==> config.mk <==
export PLATFORM = sky130hd
export DESIGN_NAME = ob_cn_table_aged_flat
export DESIGN_NICKNAME = d
export VERILOG_FILES = /design/src/rtl/bcd_pkg.sv /design/src/rtl/ob_pkg.sv /design/src/rtl/ob_cn_table_aged_if.sv /design/src/rtl/ob_cn_table_entry.sv /design/src/rtl/ob_cn_table_aged.sv /design/src/flat_wrapper.sv
export SDC_FILE = /design/constraint.sdc
export NUM_CORES = 1
export LEC_CHECK = 0
export ABC_CLOCK_PERIOD_IN_PS = 5000
export CAP_MARGIN = 30
export CORE_ASPECT_RATIO = 0.6
export CORE_UTILIZATION = 45
export CTS_CLUSTER_SIZE = 28
export DETAILED_ROUTE_END_ITERATION = 8
export HOLD_SLACK_MARGIN = 0.08
export MAX_ROUTING_LAYER = met4
export PLACE_DENSITY = 0.72
export RECOVER_POWER = 25
export SLEW_MARGIN = 20
export SYNTH_ARGS = -nofsm -noshare
export SYNTH_HDL_FRONTEND = slang
export SYNTH_SLANG_ARGS = --single-unit
==> constraint.sdc <==
create_clock -name clk -period 5 [get_ports clk]
set_input_delay 0.5 -clock clk [delete_from_list [all_inputs] [get_ports clk]]
set_output_delay 0.5 -clock clk [all_outputs]
set_load 0.05 [all_outputs]
==> src/rtl/bcd_pkg.sv <==
// Packed-BCD price type shared across the order-book blocks.
package bcd_pkg;

  // Four BCD digits. Digit-wise ordering matches unsigned binary ordering for valid BCD.
  typedef logic [15:0] price_t;

endpackage

==> src/rtl/ob_pkg.sv <==
// Order-book command types, uid type and conditional-table arbitration encodings.
package ob_pkg;

  typedef logic [7:0] uid_t;

  typedef enum logic {SideBuy = 1'b0, SideSell = 1'b1} side_e;

  typedef struct packed {
    uid_t            uid;
    side_e           side;
    bcd_pkg::price_t trig;
    logic [15:0]     qty;
  } cmd_t;

  localparam int unsigned ArbRoundRobin = 0;
  localparam int unsigned ArbOldest     = 1;

  // Buy stops fire once the traded ask reaches the trigger; sell stops once the bid falls to it.
  function automatic logic cn_matured(cmd_t c, bcd_pkg::price_t ask, bcd_pkg::price_t bid);
    return (c.side == SideBuy) ? (ask >= c.trig) : (bid <= c.trig);
  endfunction

endpackage

==> src/rtl/ob_cn_table_aged_if.sv <==
// Command, event, cancel and matured-output bundle of the conditional-order table.
interface ob_cn_table_aged_if #(
  parameter int unsigned N = 8
);
  import ob_pkg::*;

  logic                   cmd_vld;
  cmd_t                   cmd_r;
  logic                   cmd_rdy;
  logic                   cntrl_evt_texe_r;
  bcd_pkg::price_t        cntrl_evt_texe_ask_r;
  bcd_pkg::price_t        cntrl_evt_texe_bid_r;
  logic                   cancel;
  uid_t                   cancel_uid;
  logic                   cancel_hit_w;
  logic                   flush;
  logic                   mtr_vld_r;
  cmd_t                   mtr_r;
  logic                   mtr_accept;
  logic                   full_r;
  logic [$clog2(N+1)-1:0] occupancy_r;

  modport master (
    output cmd_vld, cmd_r, cntrl_evt_texe_r, cntrl_evt_texe_ask_r, cntrl_evt_texe_bid_r,
    output cancel, cancel_uid, flush, mtr_accept,
    input  cmd_rdy, cancel_hit_w, mtr_vld_r, mtr_r, full_r, occupancy_r
  );

  modport slave (
    input  cmd_vld, cmd_r, cntrl_evt_texe_r, cntrl_evt_texe_ask_r, cntrl_evt_texe_bid_r,
    input  cancel, cancel_uid, flush, mtr_accept,
    output cmd_rdy, cancel_hit_w, mtr_vld_r, mtr_r, full_r, occupancy_r
  );

endinterface

==> src/rtl/ob_cn_table_entry.sv <==
// One resident conditional command: holds payload, busy flag and sticky maturity flag.
module ob_cn_table_entry
  import ob_pkg::*;
(
  input  logic            clk,
  input  logic            rst,
  input  logic            flush_i,
  input  logic            alloc_i,
  input  logic            dealloc_i,
  input  cmd_t            cmd_i,
  input  logic            texe_i,
  input  bcd_pkg::price_t ask_i,
  input  bcd_pkg::price_t bid_i,
  output logic            busy_o,
  output logic            matured_o,
  output cmd_t            cmd_o
);

  logic busy_q, busy_d;
  logic matured_q, matured_d;
  cmd_t cmd_q;

  // Alloc never targets a busy entry, so alloc and dealloc are exclusive here.
  always_comb begin
    busy_d    = busy_q;
    matured_d = matured_q;
    if (flush_i || dealloc_i) begin
      busy_d    = 1'b0;
      matured_d = 1'b0;
    end else if (alloc_i) begin
      busy_d    = 1'b1;
      matured_d = 1'b0;
    end else if (busy_q && texe_i && cn_matured(cmd_q, ask_i, bid_i)) begin
      matured_d = 1'b1;
    end
  end

  always_ff @(posedge clk) begin
    if (rst) begin
      busy_q    <= 1'b0;
      matured_q <= 1'b0;
    end else begin
      busy_q    <= busy_d;
      matured_q <= matured_d;
    end
  end

  always_ff @(posedge clk) begin
    if (alloc_i) cmd_q <= cmd_i;
  end

  assign busy_o    = busy_q;
  assign matured_o = matured_q;
  assign cmd_o     = cmd_q;

endmodule

==> src/rtl/ob_cn_table_aged.sv <==
// Conditional-order table: N resident entries, age-matrix or round-robin pick of matured
// entries into a single-slot output latch, with cancel-by-uid and flush.
module ob_cn_table_aged
  import ob_pkg::*;
#(
  parameter int unsigned N        = 8,
  parameter int unsigned ARB_MODE = ArbOldest
) (
  input logic               clk,
  input logic               rst,
  ob_cn_table_aged_if.slave bus
);

  localparam int unsigned OccW = $clog2(N + 1);
  localparam int unsigned PtrW = (N > 1) ? $clog2(N) : 1;

  logic [N-1:0]    entry_busy_r, entry_mat;
  cmd_t            entry_cmd [N];
  logic [N-1:0]    alloc, sel, sel_old, sel_rr, cancel_match, dealloc, busy_nxt;
  logic [N-1:0]    age_q [N];
  logic [N-1:0]    age_d [N];
  logic [PtrW-1:0] rr_ptr_q, rr_ptr_d;
  logic [OccW-1:0] occ_q, occ_d;
  logic            full_q;
  logic            mtr_vld_q, mtr_vld_d;
  cmd_t            mtr_q, sel_cmd;
  logic            accept, load, alloc_hit, rr_hit;

  assign accept = bus.cmd_vld & ~full_q & ~bus.flush;
  assign load   = (|entry_mat) & (~mtr_vld_q | bus.mtr_accept) & ~bus.flush;

  // Allocation looks only at the registered busy vector, so a slot freed this cycle waits one.
  always_comb begin
    alloc     = '0;
    alloc_hit = 1'b0;
    for (int i = 0; i < N; i++) begin
      if (accept && !alloc_hit && !entry_busy_r[i]) begin
        alloc[i]  = 1'b1;
        alloc_hit = 1'b1;
      end
    end
  end

  for (genvar g = 0; g < N; g++) begin : g_entry
    ob_cn_table_entry u_entry (
      .clk       (clk),
      .rst       (rst),
      .flush_i   (bus.flush),
      .alloc_i   (alloc[g]),
      .dealloc_i (dealloc[g]),
      .cmd_i     (bus.cmd_r),
      .texe_i    (bus.cntrl_evt_texe_r),
      .ask_i     (bus.cntrl_evt_texe_ask_r),
      .bid_i     (bus.cntrl_evt_texe_bid_r),
      .busy_o    (entry_busy_r[g]),
      .matured_o (entry_mat[g]),
      .cmd_o     (entry_cmd[g])
    );
  end

  // age_q[i][j] set means i was allocated after j; oldest matured has no older matured peer.
  always_comb begin
    sel_old = '0;
    for (int i = 0; i < N; i++) begin
      sel_old[i] = entry_mat[i] & ~(|(age_q[i] & entry_mat));
    end
  end

  // First pass searches from the pointer upward, second pass wraps to the bottom.
  always_comb begin
    sel_rr = '0;
    rr_hit = 1'b0;
    for (int i = 0; i < N; i++) begin
      if (!rr_hit && entry_mat[i] && (i >= int'(rr_ptr_q))) begin
        sel_rr[i] = 1'b1;
        rr_hit    = 1'b1;
      end
    end
    for (int i = 0; i < N; i++) begin
      if (!rr_hit && entry_mat[i]) begin
        sel_rr[i] = 1'b1;
        rr_hit    = 1'b1;
      end
    end
  end

  assign sel = (ARB_MODE == ArbRoundRobin) ? sel_rr : sel_old;

  always_comb begin
    rr_ptr_d = rr_ptr_q;
    sel_cmd  = '0;
    for (int i = 0; i < N; i++) begin
      if (sel[i]) begin
        sel_cmd = entry_cmd[i];
        if (load) rr_ptr_d = (i == N - 1) ? '0 : PtrW'(i + 1);
      end
    end
  end

  // The transfer wins over a cancel aimed at the same entry.
  always_comb begin
    cancel_match = '0;
    for (int i = 0; i < N; i++) begin
      cancel_match[i] = bus.cancel & ~bus.flush & entry_busy_r[i] &
                        (entry_cmd[i].uid == bus.cancel_uid) & ~(load & sel[i]);
    end
  end

  assign dealloc  = cancel_match | (sel & {N{load}});
  assign busy_nxt = bus.flush ? '0 : ((entry_busy_r & ~dealloc) | alloc);

  always_comb begin
    occ_d = '0;
    for (int i = 0; i < N; i++) begin
      occ_d = occ_d + OccW'(busy_nxt[i]);
    end
  end

  always_comb begin
    age_d = age_q;
    if (bus.flush) begin
      age_d = '{default: '0};
    end else begin
      for (int i = 0; i < N; i++) begin
        if (alloc[i]) begin
          for (int j = 0; j < N; j++) age_d[j][i] = 1'b0;
          for (int j = 0; j < N; j++) age_d[i][j] = (i != j);
        end
      end
    end
  end

  always_comb begin
    mtr_vld_d = mtr_vld_q;
    if (bus.flush)           mtr_vld_d = 1'b0;
    else if (load)           mtr_vld_d = 1'b1;
    else if (bus.mtr_accept) mtr_vld_d = 1'b0;
  end

  always_ff @(posedge clk) begin
    if (rst) begin
      age_q     <= '{default: '0};
      rr_ptr_q  <= '0;
      occ_q     <= '0;
      full_q    <= 1'b0;
      mtr_vld_q <= 1'b0;
    end else begin
      age_q     <= age_d;
      rr_ptr_q  <= rr_ptr_d;
      occ_q     <= occ_d;
      full_q    <= &busy_nxt;
      mtr_vld_q <= mtr_vld_d;
    end
  end

  always_ff @(posedge clk) begin
    if (load) mtr_q <= sel_cmd;
  end

  assign bus.cmd_rdy      = ~full_q;
  assign bus.cancel_hit_w = |cancel_match;
  assign bus.mtr_vld_r    = mtr_vld_q;
  assign bus.mtr_r        = mtr_q;
  assign bus.full_r       = full_q;
  assign bus.occupancy_r  = occ_q;

endmodule

==> src/flat_wrapper.sv <==
// flat-port wrapper written by rule: the top's interface ports become plain ports
module ob_cn_table_aged_flat import ob_pkg::*;
#(
  parameter int unsigned N        = 8,
  parameter int unsigned ARB_MODE = ArbOldest
)
  (clk, rst, bus_cmd_vld, bus_cmd_r, bus_cntrl_evt_texe_r, bus_cntrl_evt_texe_ask_r, bus_cntrl_evt_texe_bid_r, bus_cancel, bus_cancel_uid, bus_flush, bus_mtr_accept, bus_cmd_rdy, bus_cancel_hit_w, bus_mtr_vld_r, bus_mtr_r, bus_full_r, bus_occupancy_r);
  ob_cn_table_aged_if #(.N(N)) bus_i ();
  input logic clk;
  input logic rst;
  input wire logic [$bits(bus_i.cmd_vld)-1:0] bus_cmd_vld;
  input wire logic [$bits(bus_i.cmd_r)-1:0] bus_cmd_r;
  input wire logic [$bits(bus_i.cntrl_evt_texe_r)-1:0] bus_cntrl_evt_texe_r;
  input wire logic [$bits(bus_i.cntrl_evt_texe_ask_r)-1:0] bus_cntrl_evt_texe_ask_r;
  input wire logic [$bits(bus_i.cntrl_evt_texe_bid_r)-1:0] bus_cntrl_evt_texe_bid_r;
  input wire logic [$bits(bus_i.cancel)-1:0] bus_cancel;
  input wire logic [$bits(bus_i.cancel_uid)-1:0] bus_cancel_uid;
  input wire logic [$bits(bus_i.flush)-1:0] bus_flush;
  input wire logic [$bits(bus_i.mtr_accept)-1:0] bus_mtr_accept;
  output wire logic [$bits(bus_i.cmd_rdy)-1:0] bus_cmd_rdy;
  output wire logic [$bits(bus_i.cancel_hit_w)-1:0] bus_cancel_hit_w;
  output wire logic [$bits(bus_i.mtr_vld_r)-1:0] bus_mtr_vld_r;
  output wire logic [$bits(bus_i.mtr_r)-1:0] bus_mtr_r;
  output wire logic [$bits(bus_i.full_r)-1:0] bus_full_r;
  output wire logic [$bits(bus_i.occupancy_r)-1:0] bus_occupancy_r;
  assign bus_i.cmd_vld = bus_cmd_vld;
  assign bus_i.cmd_r = bus_cmd_r;
  assign bus_i.cntrl_evt_texe_r = bus_cntrl_evt_texe_r;
  assign bus_i.cntrl_evt_texe_ask_r = bus_cntrl_evt_texe_ask_r;
  assign bus_i.cntrl_evt_texe_bid_r = bus_cntrl_evt_texe_bid_r;
  assign bus_i.cancel = bus_cancel;
  assign bus_i.cancel_uid = bus_cancel_uid;
  assign bus_i.flush = bus_flush;
  assign bus_i.mtr_accept = bus_mtr_accept;
  assign bus_cmd_rdy = bus_i.cmd_rdy;
  assign bus_cancel_hit_w = bus_i.cancel_hit_w;
  assign bus_mtr_vld_r = bus_i.mtr_vld_r;
  assign bus_mtr_r = bus_i.mtr_r;
  assign bus_full_r = bus_i.full_r;
  assign bus_occupancy_r = bus_i.occupancy_r;
  ob_cn_table_aged #(.N(N), .ARB_MODE(ARB_MODE)) u_core (.clk(clk), .rst(rst), .bus(bus_i));
endmodule
# Yosys cells after proc, flatten, opt, wreduce, memory -nomap -nowiden
# Index checks and enable logic that the tools add are counted.
[classes]
mux = 47
n_bitwise = 78
n_addsub = 7
n_reduce_logical = 118
eq_ne = 8
n_lt_le_gt_ge = 16
[op_table]
columns = ["op", "count"]
rows = [
  ["41-bit 2-to-1 mux", 8],
  ["16-bit >= comparator", 8],
  ["16-bit less-or-equal comparator", 8],
  ["8-bit OR reduction", 10],
  ["8-bit bitwise AND", 9],
  ["8-bit == test", 8],
  ["2-bit nonzero test", 29],
  ["1-bit bitwise AND", 45],
  ["3-bit OR reduction", 15],
  ["1-bit 2-to-1 mux", 32],
  ["1-bit logical AND", 31],
  ["4-bit by 1-bit adder with 4-bit output", 6],
  ["1-bit NOT", 19],
  ["2-bit OR reduction", 9],
  ["8-bit bitwise OR", 2],
  ["1-bit zero test", 15],
  ["7-bit by 8-bit bitwise AND with 8-bit output", 1],
  ["1-bit logical OR", 8],
  ["8-bit 2-to-1 mux", 1],
  ["8-bit NOT", 1],
  ["8-bit AND reduction", 1],
  ["7-bit 2-to-1 mux", 1],
  ["6-bit 2-to-1 mux", 1],
  ["5-bit 2-to-1 mux", 1],
  ["other kinds (5)", 5],
]
[word_totals]
register_bits = 447
elab_cells = 385

# Depth between registers and ports, before layout
[logic_depth]
word_depth = 42
ltp_mapped = 19

# Modules after synthesis
# From an unflattened synthesis, not the netlist that was laid out.
[unflattened]
cells_unflattened = 1990
area_unflattened_um2 = 23963.0
[modules_own_cells]
columns = ["module", "n_inst", "area_each_um2", "cells_per_inst"]
rows = [
  ["ob_cn_table_entry at u_core.g_entry[0].u_entry ...", 5, 2089.5, 141],
  ["ob_cn_table_aged", 1, 7243.2, 862],
  ["ob_cn_table_entry at u_core.g_entry[5].u_entry ...", 3, 2090.8, 141],
]

# Worst setup path after synthesis
# OpenSTA, ideal clock, no wires.
[synth_path]
path_type = "register -> register"
from = "reg u_core.full_q (netlist: u_core.bus.full_r)"
to = "reg u_core.occ_q[1] (netlist: u_core.bus.occupancy_r[1])"
t_arrival_ns = 5.388
path_slack_ns = -0.502
path_stages_with_launch = 16
t_required_ns = 4.886
path_buffers = 1
path_cell_list = "dfxtp_1 inv_1 and3_1 nand2b_1 clkbuf_1 clkinv_1 a21oi_1 nor2_1 ha_1 fa_1 fa_1 inv_1 fa_1 inv_1 fa_1 nor2b_1"
[synth_via]
elab_chain_cells = 36
[synth_lines]
columns = ["item", "line_no", "source"]
rows = [
  ["start: declaration", "ob_cn_table_aged.sv:24", "logic full_q;"],
  ["start signal: assignment", "ob_cn_table_aged.sv:151", "full_q <= &busy_nxt;"],
  ["1-bit NOT *", "-", ""],
  ["via bus_cmd_rdy", "flat_wrapper.sv:20", "output wire logic [$bits(bus_i.cmd_rdy)-1:0] bus_cmd_rdy;"],
  ["1-bit bitwise AND * (2 in a row)", "ob_cn_table_aged.sv:29", "assign accept = bus.cmd_vld & ~full_q & ~bus.flush;"],
  ["1-bit logical AND *", "ob_cn_table_aged.sv:37", "if (accept && !alloc_hit && !entry_busy_r[i]) begin"],
  ["1-bit 2-to-1 mux *", "ob_cn_table_aged.sv:37", ""],
  ["via u_core.g_entry[0].u_entry.alloc_i", "ob_cn_table_entry.sv:8", "input logic alloc_i,"],
  ["1-bit zero test", "ob_cn_table_aged.sv:37", ""],
  ["1-bit logical AND (2 in a row)", "ob_cn_table_aged.sv:37", ""],
  ["(+20 left out)", "-", ""],
  ["1-bit 2-to-1 mux", "ob_cn_table_aged.sv:37", ""],
  ["1-bit zero test", "ob_cn_table_aged.sv:37", ""],
  ["1-bit logical AND (2 in a row)", "ob_cn_table_aged.sv:37", ""],
  ["1-bit 2-to-1 mux", "ob_cn_table_aged.sv:37", ""],
  ["8-bit bitwise OR *", "ob_cn_table_aged.sv:110", "assign busy_nxt = bus.flush ? '0 : ((entry_busy_r & ~dealloc) | alloc);"],
  ["8-bit 2-to-1 mux *", "ob_cn_table_aged.sv:110", ""],
  ["4-bit by 1-bit adder with 4-bit output *", "ob_cn_table_aged.sv:115", "occ_d = occ_d + OccW'(busy_nxt[i]);"],
  ["via u_core.occ_d[1]", "ob_cn_table_aged.sv:23", "logic [OccW-1:0] occ_q, occ_d;"],
  ["end signal: assignment", "ob_cn_table_aged.sv:144", "occ_q <= '0;"],
  ["end signal: assignment", "ob_cn_table_aged.sv:150", "occ_q <= occ_d;"],
  ["end: declaration", "ob_cn_table_aged.sv:23", ""],
]
# Mark *: on every way through the listed nets, which the timed path passes. The rest lies on a longest branch.
# A chain may end at the register's enable or synchronous reset.

# Final worst setup path
[layout_path]
from = "reg u_core.g_entry[0].u_entry.matured_q"
to = "out bus_cancel_hit_w"
[layout_via]
elab_chain_cells = 8
[layout_lines]
columns = ["item", "line_no", "source"]
rows = [
  ["start: declaration", "ob_cn_table_entry.sv:20", "logic matured_q, matured_d;"],
  ["start signal: assignment", "ob_cn_table_entry.sv:44", "matured_q <= matured_d;"],
  ["8-bit bitwise AND / 7-bit by 8-bit bitwise AND with 8-bit output (equally long branches)", "ob_cn_table_aged.sv:65", "sel_old[i] = entry_mat[i] & ~(|(age_q[i] & entry_mat));"],
  ["8-bit OR reduction", "ob_cn_table_aged.sv:65", ""],
  ["1-bit NOT", "ob_cn_table_aged.sv:65", ""],
  ["1-bit bitwise AND", "ob_cn_table_aged.sv:65", ""],
  ["1-bit bitwise AND", "ob_cn_table_aged.sv:105", "(entry_cmd[i].uid == bus.cancel_uid) & ~(load & sel[i]);"],
  ["1-bit NOT", "ob_cn_table_aged.sv:105", ""],
  ["1-bit bitwise AND", "ob_cn_table_aged.sv:105", ""],
  ["8-bit OR reduction *", "ob_cn_table_aged.sv:161", "assign bus.cancel_hit_w = |cancel_match;"],
  ["end: declaration", "flat_wrapper.sv:21", "output wire logic [$bits(bus_i.cancel_hit_w)-1:0] bus_cancel_hit_w;"],
]
# Every way passes the cells marked *; elsewhere a longest branch is shown, timed or not.

==> impl_results.md <==
- Tot Pwr: a little over 0.008 W
- Mean Syn Cell Area: ~12 um2
- Biggest cell delay along the critical path: approximately 0.73 ns
- Post-Route WL: roughly 86000 um
- Final std cells w/o fill: 2843
- Clk buf depth: 3
- FFs w/ async S/R, synth: 0%
- Worst clock skew: roughly 0.03 ns
- Nets: roughly 2500
- WP data required: ~4.5 ns
- Fraction of layout cells with a size suffix above 1: under 10%
- Die W: 298 um
- Crit path DAT: 3.99 ns
- Final setup TNS: 0 ns
- Initial Utilization: between 40% and 50%
- Worst flop-to-flop path startpoint: u_core.g_entry[0].u_entry.matured_o
- Die area: 53400 um2
- Max Fclk: around 220 MHz
- Commonest cells after routing, fill and taps aside: edfxtp_1, ha_1, inv_1
- Hold_buf cts: 0
- Num Clock Sinks: around 450
- Tmin final: 4.49 ns
- Synthesis-stage register bit count: between 400 and 500
- Floorplan row count: 64
- Commonest non-fill, non-tap cell in the layout: edfxtp_1
- Clock transition at path regs: approximately 0.070 ns
- Largest net degree at the start of global routing: 57
- Antenna Nets Post-Route: 0
- Final Cycle Share: between 80 and 90%
- CP Class: reg2out
- Die height: ~180 um
- RSZ-0062 raised after global routing: no
- Antenna violations before repair: 1
- # fillers: 4387
- H-tree levels: 2
- Synthesis-to-layout area growth: 16.2%
- Static leakage: around 10 nW
- Synth top area share: between 40% and 50%
- Most used cell, CP: buf_4
- Post-CTS resize count: 0
- Post-detail-place hpwl: ~60000 um
- CP Cell Sequence: buf_4 -> a22o_1 -> a221oi_1 -> and4_2 -> buf_4 -> a21o_2 -> o21ai_0 -> or4_1 -> buf_4
- Worst-path maximum fanout: 44
- Congestion Overflow GR: 0
- Most used DFF post-synth: edfxtp_1
- Clk network pwr share: approximately 44%
- First-iteration detailed-routing DRC count: about 2600
- Routed len/inst: a little over 30 um
- Buffers & Inverters on Critical Path: 3
- R2R setup slack: around 0.62 ns
- Syn Nets: ~2300
- Register area: ~13000 um2
- Slew Limit Fails: 0
- WHS: ~0.46 ns
- Vias in the first global route: about 18000
- Drt pass-1 iters: 6
- Slew Limit Headroom: between 20% and 30%
- Synth Cell Area: around 24000 um2
- P per Cell Area: roughly 300 nW/um2
- IO Pins: between 100 and 150
- Switching power total: 0.00185 W
- Post-synth top area cell: edfxtp_1
- CP Launch Type: flop
- Max cap viols: 0
- Hold Path End: u_core.age_q[0]
- Routability congestion estimate: 1.02
- Setup crit start: u_core.g_entry[0].u_entry.matured_o
- Worst Reg-to-Reg Cells: 14
- Post-DR vias/cell: between 6 and 7
- Final setup fails: 0
- CP endpoint kind: primary output
- FF-to-FF End: u_core.bus.occupancy_r[1]
- Post-CTS setup buffer count: 0
- CTS tree: built
- First-pass GRT wire length: between 100000 and 150000 um
- YS warnings: 0
- CP delay by family, top: buffers and inverters
- Multi-input logic area: between 10000 and 15000 um2
- Cell variety after synth: 76
- Register area share after synthesis: a little over half
- Int Pwr: between 0.006 and 0.007 W
- Status: complete, no violations
- HP Start: u_core.age_q[0]
- DR vias: 18500
- Residual DRC: 0
- Clk root buf: clkbuf_16
- Hold Path Class: reg2reg
- Synth area leaders: edfxtp_1, ha_1, dfxtp_1
- Worst skew pair latency: just under 0.6 ns
- Total GRT Usage: between 30% and 40%
- Comb pwr share: around 6.5%
- CP max stage cell: buf_4
- CTS Buf Count: 43
- Final Hold Viols: 0
- Port bufs: ~140
- Cells after synthesis: between 1500 and 2000
- Sw frac: approximately 23%
- Ant diodes: 0
- Hold Path Depth: 2
- Core area: between 50000 and 60000 um2
- EDFF count, synth: ~370
- Slew @ Worst Pin: between 1 and 1.5 ns
- Cells after DPL: 2765
- Peak supply drop: between 200 and 250 uV
- Flop pwr share: between 50% and 60%
## area by class of cell
cell class | instances | share of cell area [%]
sequential | 447 | 46.1
timing repair buffer | 195 | 6.66
clock buffer | 51 | 4.29
tap | 693 | 3.16
multi-input combinational | 1290 | 36.7
clock inverter | 27 | 1.20
inverter | 140 | 1.93
## logic make-up (layout without fill, tap and decap cells)
kind of cell / Yosys count / after routing / share of synthesized area (%)
xor+xnor: 65 / 65 / 2.41
buf+inv: 233 / 413 / 3.97
fa+ha+maj: 263 / 263 / 14.1
simple gates: 406 / 406 / 8.98
flops: 447 / 447 / 53.5
compound gates: 556 / 556 / 17.0
## cells in the mapped netlist, types with 4 or more instances
cell / count
edfxtp_1: 369
ha_1: 259
inv_1: 136
a21oi_1: 96
nand2_1: 86
nor2_1: 85
dfxtp_1: 78
o21ai_0: 76
a22oi_1: 59
clkbuf_1: 59
xnor2_1: 51
nand3_1: 49
o221ai_1: 41
o311a_1: 41
nand4_1: 40
o21a_1: 39
a21o_1: 34
and3_1: 34
o21ai_1: 31
a311oi_1: 30
buf_2: 27
nor2b_1: 26
nor3_1: 23
nand2b_1: 16
a211oi_1: 15
and4_1: 15
o221a_2: 15
xor2_1: 14
a31oi_1: 13
o211ai_1: 8
a2111oi_0: 7
o31ai_1: 6
o41ai_1: 6
nor4_1: 5
a221oi_1: 4
a22o_1: 4
buf_4: 4
fa_1: 4
o2111ai_1: 4
o211a_1: 4
or2_2: 4
## worst max-delay path by stage
| stage | slack, ns | depth (start not counted) | to |
|---|---|---|---|
| after CTS | 0.63 | 9 | bus_cancel_hit_w |
| final | 0.51 | 9 | bus_cancel_hit_w |
| after detailed placement | 0.26 | 16 | u_core.bus.occupancy_r[1] |
| after floorplan | 0.05 | 15 | u_core.bus.occupancy_r[1] |
| after global placement | 0.29 | 16 | u_core.bus.occupancy_r[1] |
| after global routing | 0.47 | 14 | u_core.bus.occupancy_r[1] |
## per-stage QoR
step | instance area, um2 | worst slack [ns] | utilization, %
floorplan | 23600 | 0.0470 | -
global placement | 25900 | 0.292 | 50.5
detailed placement | 25900 | 0.261 | 50.5
CTS | 27400 | 0.627 | 53.4
global route | 27400 | 0.470 | 53.4
finish | 27400 | 0.513 | 53.4
## power by group through the flow
stage               Sequential, W  Combinational, W  Clock (W)
floorplan                 0.00414          0.000239          0
global placement          0.00413          0.000507          0
detailed placement        0.00414          0.000518          0
CTS                       0.00405          0.000521    0.00355
global route              0.00405          0.000574    0.00368
finish                    0.00405          0.000528    0.00352
## routing by layer
| metal | global-route usage (%) | wire length (um) |
|---|---|---|
| met1 | 49.8 | 39100 |
| met2 | 44.0 | 34600 |
| met3 | 6.89 | 10400 |
| met4 | 7.81 | 2040 |
| met5 | - | 0 |
## sequential cells by signal, indices dropped and copies added (netlist names)
register / flops
u_core.bus.mtr_vld_r: 1
u_core.bus.mtr_r: 41
u_core.g_entry.u_entry.busy_o: 8
u_core.age_q: 56
u_core.bus.full_r: 1
u_core.bus.occupancy_r: 4
u_core.g_entry.u_entry.cmd_o: 328
u_core.g_entry.u_entry.matured_o: 8
## worst register-to-register path, stage by stage, from the launching register on
cell      delay [ns]
dfxtp_1         0.32
buf_4           0.18
a22o_1          0.24
a221oi_1        0.65
and4_1          0.34
a21o_2          0.17
o21a_1          0.17
nor2_1          0.07
fa_1            0.48
fa_1            0.54
inv_1           0.06
fa_1            0.41
inv_1           0.09
fa_1            0.41
nor2b_1         0.14
Note: power is estimated with default switching activity, not from simulation.
